--- config.mk ---
export PLATFORM = sky130hd
export DESIGN_NAME = vga_fb_scheduler
export DESIGN_NICKNAME = d
export VERILOG_FILES = /design/src/rtl/vga_fb_scheduler.sv
export SDC_FILE = /design/constraint.sdc
export NUM_CORES = 1
export LEC_CHECK = 0
export ABC_AREA = 1
export BUFFER_PORTS_ARGS = -buffer_cell sky130_fd_sc_hd__buf_2
export CORE_MARGIN = 2
export CORE_UTILIZATION = 50
export DETAILED_ROUTE_END_ITERATION = 10
export GPL_TIMING_DRIVEN = 0
export PLACE_DENSITY = 0.68
export SYNTH_ARGS = -nofsm -noshare
export SYNTH_HDL_FRONTEND = slang
export SYNTH_SLANG_ARGS = --single-unit
--- constraint.sdc ---
create_clock -name clk -period 6.7 [get_ports clk]
set_clock_uncertainty 0.1 [all_clocks]
set_input_delay 1.34 -clock clk [delete_from_list [all_inputs] [get_ports clk]]
set_output_delay 1.34 -clock clk [all_outputs]
set_load 0.02 [all_outputs]
--- src/rtl/vga_fb_scheduler.sv ---
// vga_fb_scheduler: shares one single-port pixel SRAM between raster-order display prefetch and a pixel writer.
// Define VGA_FB_UNDERFLOW_STATS_EN to add the saturating underflow_cnt output.
module vga_fb_scheduler #(
    parameter int AW         = 19,
    parameter int DW         = 30,
    parameter int FIFO_DEPTH = 16,
    parameter int LOW_WM     = 4,
    parameter int FRAME_PIX  = 480000
) (
    input  logic          clk,
    input  logic          rst_n,
    input  logic          frame_start,
    input  logic          pix_pop,
    output logic [DW-1:0] pix_data,
    output logic          underflow,
`ifdef VGA_FB_UNDERFLOW_STATS_EN
    output logic [15:0]   underflow_cnt,
`endif
    input  logic          wr_req,
    input  logic [AW-1:0] wr_addr,
    input  logic [DW-1:0] wr_data,
    output logic          wr_ack,
    output logic          mem_en,
    output logic          mem_we,
    output logic [AW-1:0] mem_addr,
    output logic [DW-1:0] mem_wdata,
    input  logic [DW-1:0] mem_rdata
);
    localparam int PW = $clog2(FIFO_DEPTH);
    localparam int CW = PW + 2;
    localparam logic [CW-1:0] DEPTH_L   = CW'(FIFO_DEPTH);
    localparam logic [CW-1:0] LOW_L     = CW'(LOW_WM);
    localparam logic [AW-1:0] LAST_ADDR = AW'(FRAME_PIX - 1);

    typedef enum logic [1:0] {SLOT_IDLE, SLOT_DISP, SLOT_WR} slot_e;

    logic [DW-1:0] fifo_q [FIFO_DEPTH];
    logic [PW-1:0] rd_ptr_q, rd_ptr_d, wr_ptr_q, wr_ptr_d;
    logic [CW-1:0] count_q, count_d, level;
    logic          rd_v1_q, rd_v1_d, rd_v2_q, rd_v2_d;
    logic [AW-1:0] fetch_q, fetch_d, fetch_cur;
    logic          done_q, done_d, done_cur;
    logic          underflow_q, underflow_d;
    logic          mem_en_q, mem_en_d, mem_we_q, mem_we_d, wr_ack_q, wr_ack_d;
    logic [AW-1:0] mem_addr_q, mem_addr_d;
    logic [DW-1:0] mem_wdata_q, mem_wdata_d;
    logic          empty, push, pop_ok;
    slot_e         slot;

    // rd_v1: read visible on the memory port now; rd_v2: its data is on mem_rdata now.
    // Level counts both so the FIFO can never be over-subscribed.
    always_comb begin
        empty       = count_q == '0;
        pix_data    = empty ? '0 : fifo_q[rd_ptr_q];
        push        = rd_v2_q && !frame_start;
        pop_ok      = pix_pop && !empty && !frame_start;
        level       = frame_start ? '0 : count_q + CW'(rd_v1_q) + CW'(rd_v2_q);
        fetch_cur   = frame_start ? '0 : fetch_q;
        done_cur    = frame_start ? 1'b0 : done_q;
        slot        = (!done_cur && level < LOW_L)   ? SLOT_DISP :
                      (wr_req && !wr_ack_q)          ? SLOT_WR   :
                      (!done_cur && level < DEPTH_L) ? SLOT_DISP : SLOT_IDLE;
        fetch_d     = (slot == SLOT_DISP) ? fetch_cur + AW'(1) : fetch_cur;
        done_d      = done_cur || (slot == SLOT_DISP && fetch_cur == LAST_ADDR);
        rd_v1_d     = slot == SLOT_DISP;
        rd_v2_d     = rd_v1_q && !frame_start;
        wr_ptr_d    = frame_start ? '0 : wr_ptr_q + PW'(push);
        rd_ptr_d    = frame_start ? '0 : rd_ptr_q + PW'(pop_ok);
        count_d     = frame_start ? '0 : count_q + CW'(push) - CW'(pop_ok);
        underflow_d = !frame_start && (underflow_q || (pix_pop && empty));
        mem_en_d    = slot != SLOT_IDLE;
        mem_we_d    = slot == SLOT_WR;
        wr_ack_d    = slot == SLOT_WR;
        mem_addr_d  = (slot == SLOT_DISP) ? fetch_cur : (slot == SLOT_WR) ? wr_addr : mem_addr_q;
        mem_wdata_d = (slot == SLOT_WR) ? wr_data : mem_wdata_q;
    end

    always_ff @(posedge clk or negedge rst_n) begin
        if (!rst_n) begin
            rd_ptr_q    <= '0;
            wr_ptr_q    <= '0;
            count_q     <= '0;
            rd_v1_q     <= 1'b0;
            rd_v2_q     <= 1'b0;
            fetch_q     <= '0;
            done_q      <= 1'b0;
            underflow_q <= 1'b0;
            mem_en_q    <= 1'b0;
            mem_we_q    <= 1'b0;
            wr_ack_q    <= 1'b0;
            mem_addr_q  <= '0;
            mem_wdata_q <= '0;
        end else begin
            rd_ptr_q    <= rd_ptr_d;
            wr_ptr_q    <= wr_ptr_d;
            count_q     <= count_d;
            rd_v1_q     <= rd_v1_d;
            rd_v2_q     <= rd_v2_d;
            fetch_q     <= fetch_d;
            done_q      <= done_d;
            underflow_q <= underflow_d;
            mem_en_q    <= mem_en_d;
            mem_we_q    <= mem_we_d;
            wr_ack_q    <= wr_ack_d;
            mem_addr_q  <= mem_addr_d;
            mem_wdata_q <= mem_wdata_d;
        end
    end

    always_ff @(posedge clk) begin
        if (push) fifo_q[wr_ptr_q] <= mem_rdata;
    end

`ifdef VGA_FB_UNDERFLOW_STATS_EN
    logic [15:0] ucnt_q, ucnt_d;
    always_comb begin
        ucnt_d = frame_start ? '0 : (pix_pop && empty && ucnt_q != 16'hFFFF) ? ucnt_q + 16'd1 : ucnt_q;
    end
    always_ff @(posedge clk or negedge rst_n) begin
        if (!rst_n) ucnt_q <= '0;
        else        ucnt_q <= ucnt_d;
    end
    assign underflow_cnt = ucnt_q;
`endif

    assign underflow = underflow_q;
    assign mem_en    = mem_en_q;
    assign mem_we    = mem_we_q;
    assign wr_ack    = wr_ack_q;
    assign mem_addr  = mem_addr_q;
    assign mem_wdata = mem_wdata_q;
endmodule
==> flow_summary.toml <==
[layout]
nNetsFinal = 2326
area_growth_pct = 16.7
fillCellCount = 3719
drive_above_1_share = 0.178

[sta]
hold_viol_final = 0
tns_ps = 0
rsz0062_at_grt = "no"
final_max_slew_viol_count = 0
fin_ws_ps = 1780
maxSlewHeadroom = 0.227
period_needed_ps = 4920
fin_crit_sh = 0.735
tightest_slew_ps = 1150
setup_viol = 0
fmax_mhz = 203

[clock_tree]
clk_pin_slew_ps = 60
cts.sinks = 568
holdBufCountCts = 0
root_buffer = "clkbuf_16"
clkLatencyLatePin_ps = 610
cts-resized-gates = 0
cts_tree = "done"
post_cts_buffers = 0
cts_buffers = 58
cts_max_level = 2
max-clock-path-buffers = 3

[placed_design]
io_buffer_count = 165
place_congestion = 0.845
hpwl_um = 44200
pre_cts_slack_ps = 2500

[power]
ir_worst_vdd_mv = 0.242
p_leak_nw = 10.2
p_per_area_nw_per_um2 = 347

[logic_synthesis]
syn-num-nets = 2084
synth_area_um2 = 23500
synth-main-ff-cell = "edfxtp_1"
seq_area_frac_synth = 0.707
synth_top_area_cell = "edfxtp_1"
synth_area_leaders = "edfxtp_1, dfrtp_1, nor2_1"
ys_ff_latch = 568
synth.avg_cell_area_um2 = 11.9
yosys_warnings = 0
synth_top_cell_area_share = 0.614
synth-edff-count = 480
synth-async-reset-ratio = 0.155
synth.distinct_cells = 40
syn_inst = 1978

[drt]
ant_nets = 0
wl_met2_um = 31600
avgViaCountPerCell = 5.78
maxUsedRoutingLayer = "met5"
routed-via-count = 16625
routed_wl_um = 66900
dr_wl_met3_um = 7030
drc_errors = 0
wl_per_cell_um = 23.3
initialDrtViolationCount = 1900
wl_met1_um = 25300
dr.pass1.iters = 5

[hold_path]
hp-class = "reg -> reg"

[floorplan]
rows = 79
fp.dieW_um = 221
die_h_um = 221
start_util = 0.506
dieArea_um2 = 48700
core_um2 = 46500
io_pins = 167

[status]
status = "completed"

[worst_setup_path]
path_max_fanout = 10
crit_type = "reg -> out"
cp.required_ps = 5260
cp.arrival_ps = 3480
crit_path_start_kind = "flop"
crit_path_end_kind = "output pin"

[global_route]
grt_pass1_wl_um = 98500
antenna_found_initial = 4
grt.overflow.total = 0
grt_max_degree = 46
grt_use_total = 0.278
grt_pass1_vias = 16216

[run]
maxCapViolCount = 0
## layout make-up
| type | instances | area, µm² | share of cell area |
|---|---|---|---|
| Timing Repair Buffer | 182 | 1240 | 0.0454 |
| Buffer | 119 | 637 | 0.0232 |
| Inverter | 63 | 241 | 0.00881 |
| Sequential cell | 568 | 16600 | 0.606 |
| Multi-Input combinational cell | 1228 | 6110 | 0.223 |
| Antenna cell | 1 | 2.50 | 0.0000913 |
| Clock inverter | 25 | 200 | 0.00730 |
| Clock buffer | 83 | 1610 | 0.0585 |
| Tap cell | 607 | 759 | 0.0277 |
## state kept, by name (all words and copies together) (netlist names)
register,count
fetch_q,19
mem_addr,19
wr_ack,1
underflow,1
count_q,6
fifo_q,480
done_q,1
rd_v1_q,1
rd_v2_q,1
wr_ptr_q,4
mem_wdata,30
rd_ptr_q,4
mem_en,1
## where the power goes
group          leakage, nW  internal (mW)  switching [mW]  total [mW]
logic                 3.85          0.703            1.56        2.26
registers             5.44           4.05           0.114        4.17
clock network        0.883           1.74            1.35        3.10
total                 10.2           6.50            3.02        9.52
## final timing paths
path	startpoint	endpoint	slack [ps]	depth (start not counted)
worst max-delay path	count_q[2]	pix_data[25]	1780	7
worst min-delay path	rd_v1_q	rd_v2_q	390	2
worst max register to register	count_q[2]	count_q[4]	2460	15
worst min register to register	rd_v1_q	rd_v2_q	390	2
max in group asynchronous	rst_n	mem_wdata[10]	5200	2
min in group asynchronous	rst_n	mem_wdata[1]	640	1
## layout by cell type, fill, tap and decap left out, types with 12 or more instances in the layout
cell         n
edfxtp_1   480
nor2_1     452
o21ai_0    231
buf_2      192
nand3_1    163
nand2_1    163
dfrtp_1     88
clkbuf_1    58
clkbuf_16   58
inv_1       57
o211ai_1    45
a21oi_1     39
mux2_2      30
buf_4       26
ha_1        21
nor2_4      17
a31oi_1     15
clkbuf_2    12
xor2_1      12
## layer usage
metal | GRT usage | vias up
met3 | 0.0602 | 167
met5 | 0 | -
met4 | 0.125 | 6
li1 | - | 7450
met1 | 0.361 | 8029
met2 | 0.451 | 973
## cell usage after synthesis, drive strengths merged (2+ instances only)
library cell	count
edfxtp	480
nor2	478
o21ai	231
nand2	167
nand3	165
dfrtp	88
buf	68
inv	61
clkbuf	51
o211ai	45
a21oi	39
mux2	30
ha	21
a31oi	15
xor2	12
nor3	7
nand4	6
o22a	4
clkinv	2
nor4	2
xnor2	2
## logic make-up after synthesis
family / count (synthesis) / share of synthesized area
AOI/OAI and AO/OA: 337 / 0.0784
xor gates and xnor gates: 14 / 0.00522
adders and majority gates: 22 / 0.0120
buffers and inverters: 182 / 0.0374
DFF: 568 / 0.707
muxes: 30 / 0.0144
and+or+nand+nor: 825 / 0.145
## critical path: stages, from the launching register on
cell	delay [ps]
dfrtp_1	440
inv_1	130
ha_1	150
nand2_1	50
nor3_1	870
clkbuf_1	710
a21oi_1	270
buf_2	240
## through the flow
stage	area, µm²	hold WS, ps	utilization	power (mW)	instances
final	27400	389	0.590	9.52	2876
after global routing	27400	393	0.590	9.91	2876
after CTS	27400	393	0.590	9.54	2875
after detailed placement	25600	377	0.551	6.48	2767
after global placement	25100	363	0.540	6.41	2750
after floorplan	23500	358	-	5.61	1978
(Power assumes the default switching activity.)
